--- src/rtl/riscv_pkg.sv ---
// riscv_pkg: shared fetch constants (reset PC, NOP encoding) and the buffered instruction entry type
package riscv_pkg;
  localparam logic [31:0] RESET_PC_DEFAULT = 32'h0000_0000;
  localparam logic [31:0] NOP_INSTR = 32'h0000_0013;
  typedef struct packed {
    logic [31:0] pc;
    logic [31:0] instr;
  } if_entry_t;
endpackage

--- src/rtl/fetch_fifo.sv ---
// fetch_fifo: sync FIFO (clk, rst, flush clears; push/din write; pop advances; head/count/empty from registers)
module fetch_fifo #(
  parameter int DEPTH = 4,
  parameter int WIDTH = 64
) (
  input  logic                     clk,
  input  logic                     rst,
  input  logic                     flush,
  input  logic                     push,
  input  logic [WIDTH-1:0]         din,
  input  logic                     pop,
  output logic [WIDTH-1:0]         head,
  output logic [$clog2(DEPTH):0]   count,
  output logic                     empty
);
  localparam int AW = $clog2(DEPTH);
  localparam int CW = AW + 1;
  logic [WIDTH-1:0] mem [DEPTH];
  logic [AW-1:0] wp, rp;
  always_ff @(posedge clk) begin
    if (rst || flush) begin
      wp <= '0;
      rp <= '0;
      count <= '0;
    end else begin
      if (push) begin
        mem[wp] <= din;
        wp <= wp + AW'(1);
      end
      if (pop) rp <= rp + AW'(1);
      count <= count + CW'(push) - CW'(pop);
    end
  end
  assign head = mem[rp];
  assign empty = count == '0;
endmodule

--- src/rtl/instr_fetch_unit.sv ---
// instr_fetch_unit: fetch PC + imem req/gnt/rvalid master, buffered {pc,instr} toward decode (valid/ready), redirect flush
module instr_fetch_unit
  import riscv_pkg::*;
#(
  parameter logic [31:0] RESET_PC = RESET_PC_DEFAULT,
  parameter int FIFO_DEPTH = 4
) (
  input  logic        clk_i,
  input  logic        rst_i,
  output logic        imem_req_o,
  output logic [31:0] imem_addr_o,
  input  logic        imem_gnt_i,
  input  logic        imem_rvalid_i,
  input  logic [31:0] imem_rdata_i,
  output logic        instr_valid_o,
  input  logic        instr_ready_i,
  output logic [31:0] instr_o,
  output logic [31:0] instr_pc_o,
  input  logic        redirect_i,
  input  logic [31:0] redirect_pc_i
);
  localparam int CW = $clog2(FIFO_DEPTH) + 1;
  logic [31:0] fetch_pc, tag_pc;
  logic [CW-1:0] in_flight, in_flight_next, discard, fifo_count;
  logic gnt_hs, rsp, push, pop, empty, tag_empty;
  if_entry_t head;
  assign imem_req_o = !rst_i && !redirect_i &&
                      ({1'b0, in_flight} + {1'b0, fifo_count} < (CW+1)'(FIFO_DEPTH));
  assign imem_addr_o = fetch_pc;
  assign gnt_hs = imem_req_o && imem_gnt_i;
  assign rsp = imem_rvalid_i && !tag_empty;
  assign in_flight_next = in_flight + CW'(gnt_hs) - CW'(rsp);
  assign push = rsp && discard == '0 && !redirect_i;
  assign pop = instr_valid_o && instr_ready_i;
  always_ff @(posedge clk_i) begin
    if (rst_i) begin
      fetch_pc <= RESET_PC;
      discard <= '0;
    end else begin
      fetch_pc <= redirect_i ? (redirect_pc_i & ~32'd3) : gnt_hs ? fetch_pc + 32'd4 : fetch_pc;
      discard <= redirect_i ? in_flight_next : (rsp && discard != '0) ? discard - CW'(1) : discard;
    end
  end
  fetch_fifo #(.DEPTH(FIFO_DEPTH), .WIDTH(32)) u_tag_q (
    .clk(clk_i), .rst(rst_i), .flush(1'b0), .push(gnt_hs), .din(fetch_pc),
    .pop(rsp), .head(tag_pc), .count(in_flight), .empty(tag_empty)
  );
  fetch_fifo #(.DEPTH(FIFO_DEPTH), .WIDTH($bits(if_entry_t))) u_instr_q (
    .clk(clk_i), .rst(rst_i), .flush(redirect_i), .push(push), .din({tag_pc, imem_rdata_i}),
    .pop(pop), .head(head), .count(fifo_count), .empty(empty)
  );
  assign instr_valid_o = !empty;
  assign instr_o = empty ? NOP_INSTR : head.instr;
  assign instr_pc_o = empty ? 32'd0 : head.pc;
endmodule
--- config.mk ---
export PLATFORM = sky130hd
export DESIGN_NAME = instr_fetch_unit
export DESIGN_NICKNAME = d
export VERILOG_FILES = /design/src/rtl/riscv_pkg.sv /design/src/rtl/fetch_fifo.sv /design/src/rtl/instr_fetch_unit.sv
export SDC_FILE = /design/constraint.sdc
export NUM_CORES = 1
export LEC_CHECK = 0
export ABC_AREA = 1
export ABC_CLOCK_PERIOD_IN_PS = 4100
export CAP_MARGIN = 40
export CORE_AREA = 2 2 188 190
export DETAILED_ROUTE_END_ITERATION = 12
export DIE_AREA = 0 0 190 192
export GPL_TIMING_DRIVEN = 0
export HOLD_SLACK_MARGIN = 0.1
export PLACE_DENSITY = 0.74
export SLEW_MARGIN = 40
export SYNTH_ARGS = -nofsm -noshare
export SYNTH_HDL_FRONTEND = slang
export SYNTH_SLANG_ARGS = --single-unit
export TNS_END_PERCENT = 10
--- constraint.sdc ---
create_clock -name clk_i -period 4.1 [get_ports clk_i]
set_clock_uncertainty 0.15 [all_clocks]
set_input_delay 0.615 -clock clk_i [delete_from_list [all_inputs] [get_ports clk_i]]
set_output_delay 0.615 -clock clk_i [all_outputs]
set_load 0.02 [all_outputs]
==> results of run 1 <==
[cells by family (layout without fill, tap and decap cells)]
| family | after synthesis | count (layout) | synth area share |
|---|---|---|---|
| and+or+nand+nor | 586 | 586 | 0.137 |
| DFF | 419 | 419 | 0.697 |
| AOI/OAI and AO/OA | 338 | 338 | 0.103 |
| buffers and inverters | 185 | 444 | 0.0434 |
| adders and majority gates | 19 | 19 | 0.0146 |
| xor gates and xnor gates | 9 | 9 | 0.00455 |
| other | 1 | 4 | 0.000217 |
[final timing paths]
path,endpoint,cells past startpoint
worst min-delay path,imem_addr_o[31],2
worst max register to register,u_instr_q.mem[2][17],9
worst min register to register,flop,2
worst max-delay path,instr_pc_o[18],7
[power by group through the flow]
stage	Clock, W	Sequential (W)	Combinational, W
final	0.00414	0.00499	0.00143
after global routing	0.00436	0.00501	0.00157
after CTS	0.00419	0.00499	0.00143
after detailed placement	0	0.00508	0.00141
after global placement	0	0.00508	0.00132
after floorplan	0	0.00507	0.000778
[critical path: stages, from the launching register on]
cell                              delay [ns]
sky130_fd_sc_hd__dfxtp_1                0.32
sky130_fd_sc_hd__clkbuf_1               0.46
sky130_fd_sc_hd__inv_2                  0.23
sky130_fd_sc_hd__clkbuf_1               0.32
sky130_fd_sc_hd__nor2_1                 0.18
sky130_fd_sc_hd__o21ai_0                0.13
sky130_fd_sc_hd__a21oi_1                0.23
sky130_fd_sc_hd__clkdlybuf4s50_1        0.69
[state kept, by name, indices dropped and copies added, names as in the netlist, named ones only]
name	flops
u_instr_q.mem	248
u_tag_q.mem	120
imem_addr_o	30
discard	3
u_instr_q.count	3
u_tag_q.count	3
u_instr_q.rp	2
u_instr_q.wp	2
u_tag_q.rp	2
u_tag_q.wp	2
[cells in the final DEF, fill, tap and decap left out, types with 3 or more instances in the layout]
cell type                         instances
sky130_fd_sc_hd__nand2_1                145
sky130_fd_sc_hd__clkbuf_1                65
sky130_fd_sc_hd__edfxtp_1               368
sky130_fd_sc_hd__clkbuf_16               45
sky130_fd_sc_hd__buf_16                  13
sky130_fd_sc_hd__clkinv_1                 5
sky130_fd_sc_hd__and2_1                   3
sky130_fd_sc_hd__bufinv_16                8
sky130_fd_sc_hd__clkinv_2                 9
sky130_fd_sc_hd__a21oi_1                 83
sky130_fd_sc_hd__clkbuf_8                 3
sky130_fd_sc_hd__clkdlybuf4s50_1        159
sky130_fd_sc_hd__a21oi_2                  9
sky130_fd_sc_hd__nand3_1                 50
sky130_fd_sc_hd__dfxtp_1                 51
sky130_fd_sc_hd__buf_4                    5
sky130_fd_sc_hd__ha_1                    17
sky130_fd_sc_hd__a31oi_1                  4
sky130_fd_sc_hd__conb_1                   4
sky130_fd_sc_hd__o22ai_1                 30
sky130_fd_sc_hd__o311ai_0                 3
sky130_fd_sc_hd__buf_1                    3
sky130_fd_sc_hd__nor2_4                   8
sky130_fd_sc_hd__xnor2_1                  7
sky130_fd_sc_hd__inv_1                   99
sky130_fd_sc_hd__buf_6                    3
sky130_fd_sc_hd__nand3_2                  9
sky130_fd_sc_hd__buf_8                    8
sky130_fd_sc_hd__buf_2                   14
sky130_fd_sc_hd__nor2_1                 361
sky130_fd_sc_hd__o21ai_0                206
[synthesized netlist by cell type (13+ instances only)]
cell type,n
sky130_fd_sc_hd__o22ai_1,30
sky130_fd_sc_hd__buf_2,13
sky130_fd_sc_hd__ha_1,17
sky130_fd_sc_hd__dfxtp_1,51
sky130_fd_sc_hd__nor2_1,369
sky130_fd_sc_hd__inv_1,99
sky130_fd_sc_hd__nand2_1,145
sky130_fd_sc_hd__edfxtp_1,368
sky130_fd_sc_hd__a21oi_1,83
sky130_fd_sc_hd__clkbuf_1,59
sky130_fd_sc_hd__o21ai_0,206
sky130_fd_sc_hd__nand3_1,50
[final cells by class]
type                    count  area (um2)
plain buffers              82         365
clock buffers              55        1190
clock inverters            24         325
fillers                  2537       12700
inverters                 102         383
multi-input cells         956        4570
flip-flops and latches    419       12100
well taps                 455         569
repair buffers            181        2070
[per-layer routing]
metal,GRT usage,vias up
met4,0.0787,0
met5,0,-
met2,0.397,564
met1,0.305,5903
li1,-,5854
met3,0.0365,88
[metrics by stage]
step,worst slack [ns],utilization,cell area (um2),std cells,hold WS [ns]
3_3_place_gp,-3.01,0.568,19500,2174,0.301
2_1_floorplan,-0.355,-,17300,1560,0.286
5_1_grt,0.105,0.629,21600,2274,0.178
6_report,0.231,0.629,21600,2274,0.188
3_5_place_dp,0.565,0.584,20000,2196,0.312
4_1_cts,0.120,0.629,21600,2275,0.162
==> Flow_metrics.wiki, run 1 <==
{| class="wikitable"
! Metric !! Value
|-
| Library cell with the largest summed area after synthesis || sky130_fd_sc_hd__edfxtp_1
|-
| Met2 wire len || approximately 21 mm
|-
| Global-route wire length before repair || ~65 mm
|-
| Count of endpoints failing hold in the final timing report || 0
|-
| Area of the die || about 36000 um2
|-
| Remaining DRCs || 0
|-
| Category of the worst setup path capture point || output port
|-
| Critical path peak fanout || 10
|-
| Internal power || just under 0.008 W
|-
| Cell types with the largest area share after synthesis || sky130_fd_sc_hd__edfxtp_1 (64%), sky130_fd_sc_hd__nor2_1 (8.0%), sky130_fd_sc_hd__o21ai_0 (6.0%)
|-
| Sequential fraction of design power || 0.473
|-
| Yosys cell types || 35
|-
| Max VDD drop || around 0.28 mV
|-
| Syn-to-layout area delta || 24.5%
|-
| Avg Synthesized Cell Area || 11.1 um2
|-
| Crit path kind || flop to output port
|-
| Vias in the first global route || 12100
|-
| Clk Latency, worst-skew pair || approximately 0.53 ns
|-
| Post-synth EDFFs || roughly 370
|-
| Crit start category || flop
|-
| H-Tree Depth || 2
|-
| Area fraction of the dominant cell type after synthesis || 0.638
|-
| Total met3 wirelength after detailed routing || around 3.3 mm
|-
| Reg-to-reg critical path startpoint || discard[0]
|-
| Worst Max-Slew Pin Slew || 0.817 ns
|-
| Post-synthesis cell area || around 17000 um2
|-
| CTS Buffer Depth || 3
|-
| Post-DR vias/cell || 5.46
|-
| Total power per unit cell area || 490 nW/um2
|-
| Number of antenna violations at the first check in global routing || 0
|-
| Fraction of registers with async set/reset || 0
|-
| Initial Util || 0.505
|-
| CTS tree || yes
|-
| Total CTS buffers || between 40 and 50
|-
| Port Buffers || between 150 and 200
|-
| Antenna diode instance count || 0
|-
| Setup TNS || 0 ns
|-
| Top achievable clock speed || 258 MHz
|-
| Post-detailed-routing wire length || between 40 and 50 mm
|-
| Required time at the endpoint of the critical path || about 3.3 ns
|-
| Clock slew at reported path FFs || 0.06 ns
|-
| Part of the cycle the worst path needs || 0.944
|-
| Arrival @ worst endpoint || approximately 3.1 ns
|-
| Combinational share of power || 0.135
|-
| Vias after detailed routing || between 10000 and 15000
|-
| GRT overflow || 0
|-
| Cell count after synthesis || ~1600
|-
| Sum of routed wire segments on met1 || 17.4 mm
|-
| Slew HR || 0.456
|-
| Nets || ~1900
|-
| Top_reg_cell synth || sky130_fd_sc_hd__edfxtp_1
|-
| Sw frac || 0.247
|-
| Max Slew Vio Count || 0
|-
| Clock net sink count || roughly 420
|-
| Routed wirelength normalized by instance count || ~19 um
|-
| Number of search-and-repair iterations in the first detailed-routing pass || 7
|-
| Post_cts resized || 0
|-
| Uppermost layer routed || met4
|-
| Max-cap violation count || 0
|-
| Worst reg-to-reg setup slack || 1.18 ns
|-
| Synth warn || 0
|-
| Iteration-0 DRC count of the detailed router || 1084
|-
| Number of buffers inserted to repair setup after CTS || 0
|-
| Unrepaired setup endpoints after global routing || false
|-
| Ratio of cells with drive above 1 in the final layout || 0.0803
|-
| Core region area || approximately 34000 um2
|-
| Final critical path time including I/O delays and setup || 3.87 ns
|-
| Switching power || 0.00261 W
|-
| Die width || between 150 and 200 um
|-
| Sequential area share after synthesis || 0.697
|-
| Routability Congestion || between 0.9 and 1
|-
| Top-level I/O count || about 170
|-
| Final HPWL from detailed placement || roughly 28 mm
|-
| Remaining number of nets flagged by the antenna check after routing || 0
|-
| # hold bufs at CTS || 0
|-
| Reported leakage power || 7.54 nW
|-
| Die outline height || ~190 um
|-
| Classification of the worst-slack hold path || input pin to flop
|-
| Overall fraction of global-route tracks in use || 0.233
|-
| Setup-violating endpoint count in the final report || 0
|-
| Seq cells post-synth || 419
|-
| Maximum number of pins on one net before global-route repair || 19
|-
| Clock tree root driver cell || sky130_fd_sc_hd__clkbuf_16
|-
| Row count || 68
|-
| Startpoint of the worst hold path || rst_i
|-
| Clk network pwr share || 0.392
|-
| Status || finished, final reports clean
|-
| Total power consumption of the routed design || 0.0106 W
|}
Note: power is estimated with default switching activity, not from simulation.
==> inputs of run 2 (changes only) <==
- CAP_MARGIN: 40 -> 20
==> run 2 against run 1 <==
  * Critical path depth is 1 higher
  * Die area stayed put
  * Count of clock-buffer cells in the layout is 1 lower
  * Clock power is 1% higher
  * Non-clock buffer count is 1 higher
  * Flip-flop and latch count stayed put
  * Via count is 0.24% lower
  * Core utilization hardly changed
  * Largest cell class unchanged
==> Flow_metrics.wiki, run 2 (same netlist as run 1, synthesis figures left out) <==
{| class="wikitable"
! Metric !! Value
|-
| Category of the worst setup path capture point || output port
|-
| Register with the most flip-flops || u_instr_q.mem
|-
| Clock net sink count || 419 (unchanged)
|-
| Antenna diode instance count || 0 (unchanged)
|-
| Top achievable clock speed || 254 MHz (-1.8%)
|-
| Total power consumption of the routed design || 0.0106 W (+0.36%)
|-
| Hold slack || 0.176 ns (-0.0122 ns)
|-
| CTS tree || yes
|-
| Remaining number of nets flagged by the antenna check after routing || 0 (unchanged)
|-
| Commonest cells after routing, fill and taps aside || sky130_fd_sc_hd__edfxtp_1 (368), sky130_fd_sc_hd__nor2_1 (361), sky130_fd_sc_hd__o21ai_0 (206)
|-
| Iteration-0 DRC count of the detailed router || 1048 (-3.3%)
|-
| Worst flop-to-flop path endpoint || discard[2]
|-
| Final-layout fill cell count || 2555 (+0.71%)
|-
| Classification of the worst-slack hold path || input pin to flop
|-
| CTS Buffer Depth || 3 (unchanged)
|-
| Post-layout instance count excluding filler cells || 2276 (+0.088%)
|-
| Crit start category || flop
|-
| Die width || 190 um (unchanged)
|-
| Clk Latency, worst-skew pair || 0.54 ns (about the same)
|-
| Worst reg-to-reg setup slack || 1.15 ns (-0.03 ns)
|-
| Row count || 68 (unchanged)
|-
| Count of endpoints failing hold in the final timing report || 0 (unchanged)
|-
| Placed cells || 2196 (unchanged)
|-
| Vias after detailed routing || 12400 (-0.24%)
|-
| Final critical path time including I/O delays and setup || 3.94 ns (+0.0707 ns)
|-
| # hold bufs at CTS || 0 (unchanged)
|-
| Required time at the endpoint of the critical path || 3.34 ns (about the same)
|-
| Post-DR vias/cell || 5.44 (-0.33%)
|-
| Part of the cycle the worst path needs || 0.961 (+0.0173)
|-
| GRT overflow || 0 (unchanged)
|-
| Max VDD drop || 0.326 mV (+18%)
|-
| H-Tree Depth || 2 (unchanged)
|-
| Arrival @ worst endpoint || 3.17 ns (+0.07 ns)
|-
| Critical path peak fanout || 10 (unchanged)
|-
| Worst Max-Slew Pin Slew || 0.771 ns (-0.0458 ns)
|-
| Max Slew Vio Count || 0 (unchanged)
|-
| Total CTS buffers || 43 (unchanged)
|-
| Final critical-path setup slack || 0.160 ns (-0.0707 ns)
|-
| Instance area at placement || 20000 um2 (unchanged)
|-
| Global-route wire length before repair || 66.4 mm (+1.5%)
|-
| Hold endpoint || imem_addr_o[31]
|-
| Reported leakage power || 7.53 nW (about the same)
|-
| Number of search-and-repair iterations in the first detailed-routing pass || 5 (-2)
|-
| Setup-violating endpoint count in the final report || 0 (unchanged)
|-
| Die outline height || 192 um (unchanged)
|-
| Routability Congestion || 0.938 (unchanged)
|-
| Clock slew at reported path FFs || 0.06 ns (about the same)
|-
| Reg-to-reg critical path startpoint || u_tag_q.count[1]
|-
| Worst slack at placement || 0.580 ns (+0.0152 ns)
|-
| Unrepaired setup endpoints after global routing || false
|-
| Maximum number of pins on one net before global-route repair || 19 (unchanged)
|-
| Post-detailed-routing wire length || 42.7 mm (-0.11%)
|-
| Slew HR || 0.486 (+0.0306)
|-
| Cell area after layout || 21600 um2 (about the same)
|-
| Ratio of cells with drive above 1 in the final layout || 0.0802 (-0.0000882)
|-
| Crit path kind || flop to output port
|-
| Status || finished, final reports clean
|-
| Vias in the first global route || 12300 (+1.4%)
|-
| Number of buffers inserted to repair setup after CTS || 0 (unchanged)
|-
| Initial Util || 0.505 (unchanged)
|-
| Remaining DRCs || 0 (unchanged)
|-
| Most common cell after layout, fill and taps aside || sky130_fd_sc_hd__edfxtp_1
|-
| Number of antenna violations at the first check in global routing || 0 (unchanged)
|-
| Max-cap violation count || 0 (unchanged)
|-
| Port Buffers || 159 (unchanged)
|-
| Overall fraction of global-route tracks in use || 0.236 (+0.00295)
|-
| Number of cells traversed by the worst hold path || 2 (unchanged)
|-
| Core region area || 34300 um2 (unchanged)
|-
| Syn-to-layout area delta || 24.5% (about the same)
|-
| Length in cells of the worst reg-to-reg path || 13 (+4)
|-
| Startpoint of the worst hold path || rst_i
|-
| Final HPWL from detailed placement || 27.9 mm (about the same)
|-
| Post_cts resized || 0 (unchanged)
|-
| Routed wirelength normalized by instance count || 18.8 um (-0.20%)
|-
| Area of the die || 36500 um2 (unchanged)
|-
| Total power per unit cell area || 491 nW/um2 (+0.30%)
|-
| Top-level I/O count || 168 (unchanged)
|-
| Clock tree root driver cell || sky130_fd_sc_hd__clkbuf_16
|-
| Largest register FFs || 248 (unchanged)
|-
| Nets || 1875 (+0.053%)
|}
-- run 2: cell count changes in the layout (fill, tap and decap cells not counted) --
| cell | before | now |
|---|---|---|
| sky130_fd_sc_hd__clkinv_1 | 5 | 4 |
| sky130_fd_sc_hd__clkbuf_1 | 65 | 68 |
| sky130_fd_sc_hd__clkinvlp_4 | 1 | 2 |
| sky130_fd_sc_hd__clkbuf_16 | 45 | 44 |
| sky130_fd_sc_hd__clkbuf_8 | 3 | 1 |
| sky130_fd_sc_hd__inv_6 | 2 | 3 |
| sky130_fd_sc_hd__clkinv_8 | 0 | 1 |
| sky130_fd_sc_hd__bufinv_16 | 8 | 9 |
| sky130_fd_sc_hd__clkinv_2 | 9 | 8 |
-- run 2: area by class of cell --
| type | instances | area, um2 | share of cell area |
|---|---|---|---|
| multi-input cells | 956 | 4570 | 0.212 |
| flip-flops and latches | 419 | 12100 | 0.560 |
| well taps | 455 | 569 | 0.0264 |
| plain buffers | 83 | 369 | 0.0171 |
| clock buffers | 54 | 1150 | 0.0533 |
| repair buffers | 181 | 2070 | 0.0962 |
| clock inverters | 26 | 379 | 0.0176 |
| inverters | 102 | 383 | 0.0178 |
-- run 2: how the worst max path moves through the flow --
| stage | depth (start not counted) | from | slack, ns | to |
|---|---|---|---|---|
| after floorplan | 4 | redirect_i | -0.35 | u_instr_q.mem[0][0] |
| after global placement | 5 | imem_rvalid_i | -3.01 | u_instr_q.mem[1][23] |
| after detailed placement | 8 | imem_rvalid_i | 0.58 | u_instr_q.mem[2][22] |
| after CTS | 7 | flop | 0.16 | instr_pc_o[12] |
| after global routing | 7 | flop | 0.02 | instr_pc_o[18] |
| final | 8 | flop | 0.16 | instr_pc_o[27] |
-- run 2: power breakdown --
group	switching (W)	internal (W)	leakage, nW	total [W]
Combinational	0.000931	0.000494	3.04	0.00143
Sequential	0.0000989	0.00489	3.75	0.00499
Clock	0.00161	0.00257	0.744	0.00418
Total	0.00264	0.00796	7.53	0.0106
-- run 2: layer usage --
| metal | share of wire | global-route usage | vias up |
|---|---|---|---|
| li1 | - | - | 5853 |
| met1 | 0.40 | 0.305 | 5918 |
| met2 | 0.49 | 0.403 | 519 |
| met3 | 0.079 | 0.0413 | 89 |
| met4 | 0.026 | 0.0808 | 0 |
| met5 | 0 | 0 | - |
-- run 2: critical path, stage by stage (launching register included) --
cell                              delay, ns
sky130_fd_sc_hd__dfxtp_1               0.32
sky130_fd_sc_hd__clkbuf_1              0.43
sky130_fd_sc_hd__buf_2                 0.35
sky130_fd_sc_hd__buf_2                 0.30
sky130_fd_sc_hd__nor2_1                0.10
sky130_fd_sc_hd__nor2_1                0.10
sky130_fd_sc_hd__o21ai_0               0.10
sky130_fd_sc_hd__a21oi_1               0.26
sky130_fd_sc_hd__clkdlybuf4s50_1       0.66
-- run 2: through the flow --
| step | TNS [ns] | utilization |
|---|---|---|
| floorplan | -87.93 | - |
| global route | 0 | 0.629 |
| detailed placement | 0 | 0.584 |
| finish | 0 | 0.629 |
| global placement | -750.89 | 0.568 |
| CTS | 0 | 0.629 |
==> inputs of run 3 (changes only) <==
- CORE_AREA: 2 2 188 190 -> 2 2 200 202
- DIE_AREA: 0 0 190 192 -> 0 0 202 204
- PLACE_DENSITY: 0.74 -> 0.67
==> run 3 against run 2 <==
  * Cell area down 0.85%
  * Routed wire length decreased by 0.85%
  * Core utilization is 8.3 points lower
  * Largest power group unchanged
==> Flow_metrics.wiki, run 3 (same netlist as run 1, synthesis figures left out) <==
{| class="wikitable"
! Metric !! Value
|-
| Total power consumption of the routed design || 0.0101 W (-4.7%)
|-
| Sum of routed wire segments on met1 || 18.2 mm (+5.8%)
|-
| GRT overflow || 0 (unchanged)
|-
| Post-DR vias/cell || 5.15 (-5.3%)
|-
| Routed wirelength normalized by instance count || 18.1 um (-3.6%)
|-
| Worst Max-Slew Pin Slew || 0.715 ns (-0.0555 ns)
|-
| Total power per unit cell area || 472 nW/um2 (-3.9%)
|-
| Row count || 73 (+7.4%)
|-
| Register with the most flip-flops || u_instr_q.mem
|-
| Part of the cycle the worst path needs || 0.952 (-0.00879)
|-
| Setup TNS || 0 ns (unchanged)
|-
| Count of endpoints failing hold in the final timing report || 0 (unchanged)
|-
| Uppermost layer routed || met4
|-
| Clock net sink count || 419 (unchanged)
|-
| Most common cell after layout, fill and taps aside || sky130_fd_sc_hd__edfxtp_1
|-
| Initial Util || 0.442 (-0.0631)
|-
| Remaining DRCs || 0 (unchanged)
|-
| Max Slew Vio Count || 0 (unchanged)
|-
| Critical path peak fanout || 10 (unchanged)
|-
| Post_cts resized || 0 (unchanged)
|-
| Vias after detailed routing || 12100 (-2.5%)
|-
| Syn-to-layout area delta || 23.5%
|-
| CTS Buffer Depth || 3 (unchanged)
|-
| Top-level I/O count || 168 (unchanged)
|-
| Core region area || 39200 um2 (+14%)
|-
| Max VDD drop || 0.282 mV (-14%)
|-
| Clock slew at reported path FFs || 0.06 ns (about the same)
|-
| Maximum number of pins on one net before global-route repair || 18 (-1)
|-
| Antenna diode instance count || 0 (unchanged)
|-
| Die outline height || 204 um (+6.3%)
|-
| Category of the worst setup path capture point || output port
|-
| # hold bufs at CTS || 0 (unchanged)
|-
| Status || finished, final reports clean
|-
| Classification of the worst-slack hold path || input pin to flop
|-
| Largest register FFs || 248 (unchanged)
|-
| Final HPWL from detailed placement || 28.5 mm (+2.1%)
|-
| Crit start category || flop
|-
| Final critical path time including I/O delays and setup || 3.90 ns (-0.0360 ns)
|-
| Iteration-0 DRC count of the detailed router || 888 (-15%)
|-
| Clk Latency, worst-skew pair || 0.53 ns (about the same)
|-
| Worst reg-to-reg setup slack || 1.11 ns (-0.04 ns)
|-
| Unrepaired setup endpoints after global routing || false
|-
| Remaining number of nets flagged by the antenna check after routing || 0 (unchanged)
|-
| Nets || 1874 (-0.053%)
|-
| Ratio of cells with drive above 1 in the final layout || 0.0759 (-0.00423)
|-
| Crit path kind || flop to output port
|-
| Routability Congestion || 0.862 (-8.1%)
|-
| Reported leakage power || 7.42 nW (-1.5%)
|-
| Number of antenna violations at the first check in global routing || 0 (unchanged)
|-
| Commonest cells after routing, fill and taps aside || sky130_fd_sc_hd__edfxtp_1 (368), sky130_fd_sc_hd__nor2_1 (361), sky130_fd_sc_hd__o21ai_0 (206)
|-
| Total met3 wirelength after detailed routing || 2.90 mm (-14%)
|-
| Final cell utilization of the core || 0.546 (-0.0833)
|-
| Setup-violating endpoint count in the final report || 0 (unchanged)
|-
| Post-detailed-routing wire length || 42.4 mm (-0.85%)
|-
| Die width || 202 um (+6.3%)
|-
| Clock tree root driver cell || sky130_fd_sc_hd__clkbuf_16
|-
| Top achievable clock speed || 256 MHz (+0.92%)
|-
| Global-route wire length before repair || 65.4 mm (-1.5%)
|-
| Vias in the first global route || 11700 (-5.1%)
|-
| Number of buffers inserted to repair setup after CTS || 0 (unchanged)
|-
| Slew HR || 0.523 (+0.0370)
|-
| Met2 wire len || 20.3 mm (-3.3%)
|-
| Port Buffers || 159 (unchanged)
|-
| H-Tree Depth || 2 (unchanged)
|-
| Number of search-and-repair iterations in the first detailed-routing pass || 5 (unchanged)
|-
| Arrival @ worst endpoint || 3.14 ns (-0.03 ns)
|-
| CTS tree || yes
|-
| Total CTS buffers || 44 (+2.3%)
|-
| Max-cap violation count || 0 (unchanged)
|-
| Area of the die || 41200 um2 (+13%)
|-
| Overall fraction of global-route tracks in use || 0.205 (-0.0303)
|-
| Required time at the endpoint of the critical path || 3.34 ns (about the same)
|}
## run 3: changes by cell type in the layout (fill, tap and decap cells not counted), sizes merged
| cell | before | now |
|---|---|---|
| clkinv | 13 | 21 |
| inv | 104 | 102 |
| bufinv | 9 | 2 |
| buf | 46 | 45 |
| clkbuf | 113 | 111 |
## run 3: area by class of cell
class / count / area (um2)
buffer: 82 / 365
clock buffer: 53 / 1160
clock inverter: 25 / 179
fill: 3281 / 17800
inverter: 102 / 383
multi-input combinational: 956 / 4570
sequential: 419 / 12100
tap: 525 / 657
timing repair buffer: 180 / 2000
## run 3: worst max-delay path, cell delays in order (launching register included)
cell	delay, ns
sky130_fd_sc_hd__dfxtp_1	0.30
sky130_fd_sc_hd__clkbuf_1	0.54
sky130_fd_sc_hd__inv_2	0.24
sky130_fd_sc_hd__clkbuf_1	0.33
sky130_fd_sc_hd__nor2_1	0.16
sky130_fd_sc_hd__o21ai_0	0.09
sky130_fd_sc_hd__a21oi_1	0.28
sky130_fd_sc_hd__clkdlybuf4s50_1	0.66
## run 3: power by group
group / switching [W] / leakage [nW] / internal (W) / total [W]
clock: 0.00156 / 0.656 / 0.00213 / 0.00369
combinational: 0.000926 / 3.01 / 0.000488 / 0.00141
sequential: 0.000103 / 3.75 / 0.00489 / 0.00500
## run 3: path summary, 6_finish.rpt
path                           start              end  cells past startpoint
hold reg to reg        u_tag_q.rp[1]    u_tag_q.rp[1]                      2
setup reg to reg  u_instr_q.count[1]       discard[2]                     13
setup / recovery                flop   instr_pc_o[15]                      7
hold / removal                 rst_i  imem_addr_o[31]                      2
## run 3: metal layers
layer  global-route usage  up-vias
li1                     -     5847
met1                0.281     5688
met2                0.346      472
met3               0.0255       62
met4               0.0580        0
met5                    0        -
## run 3: per-stage QoR
step	cells	worst slack, ns	hold WS [ns]	instance area, um2
final	2342	0.196	0.207	21400
after global placement	2244	-3.10	0.305	19600
after detailed placement	2265	0.585	0.309	20100
after global routing	2342	0.0319	0.198	21400
after floorplan	1560	-0.355	0.286	17300
after CTS	2343	0.0280	0.189	21400
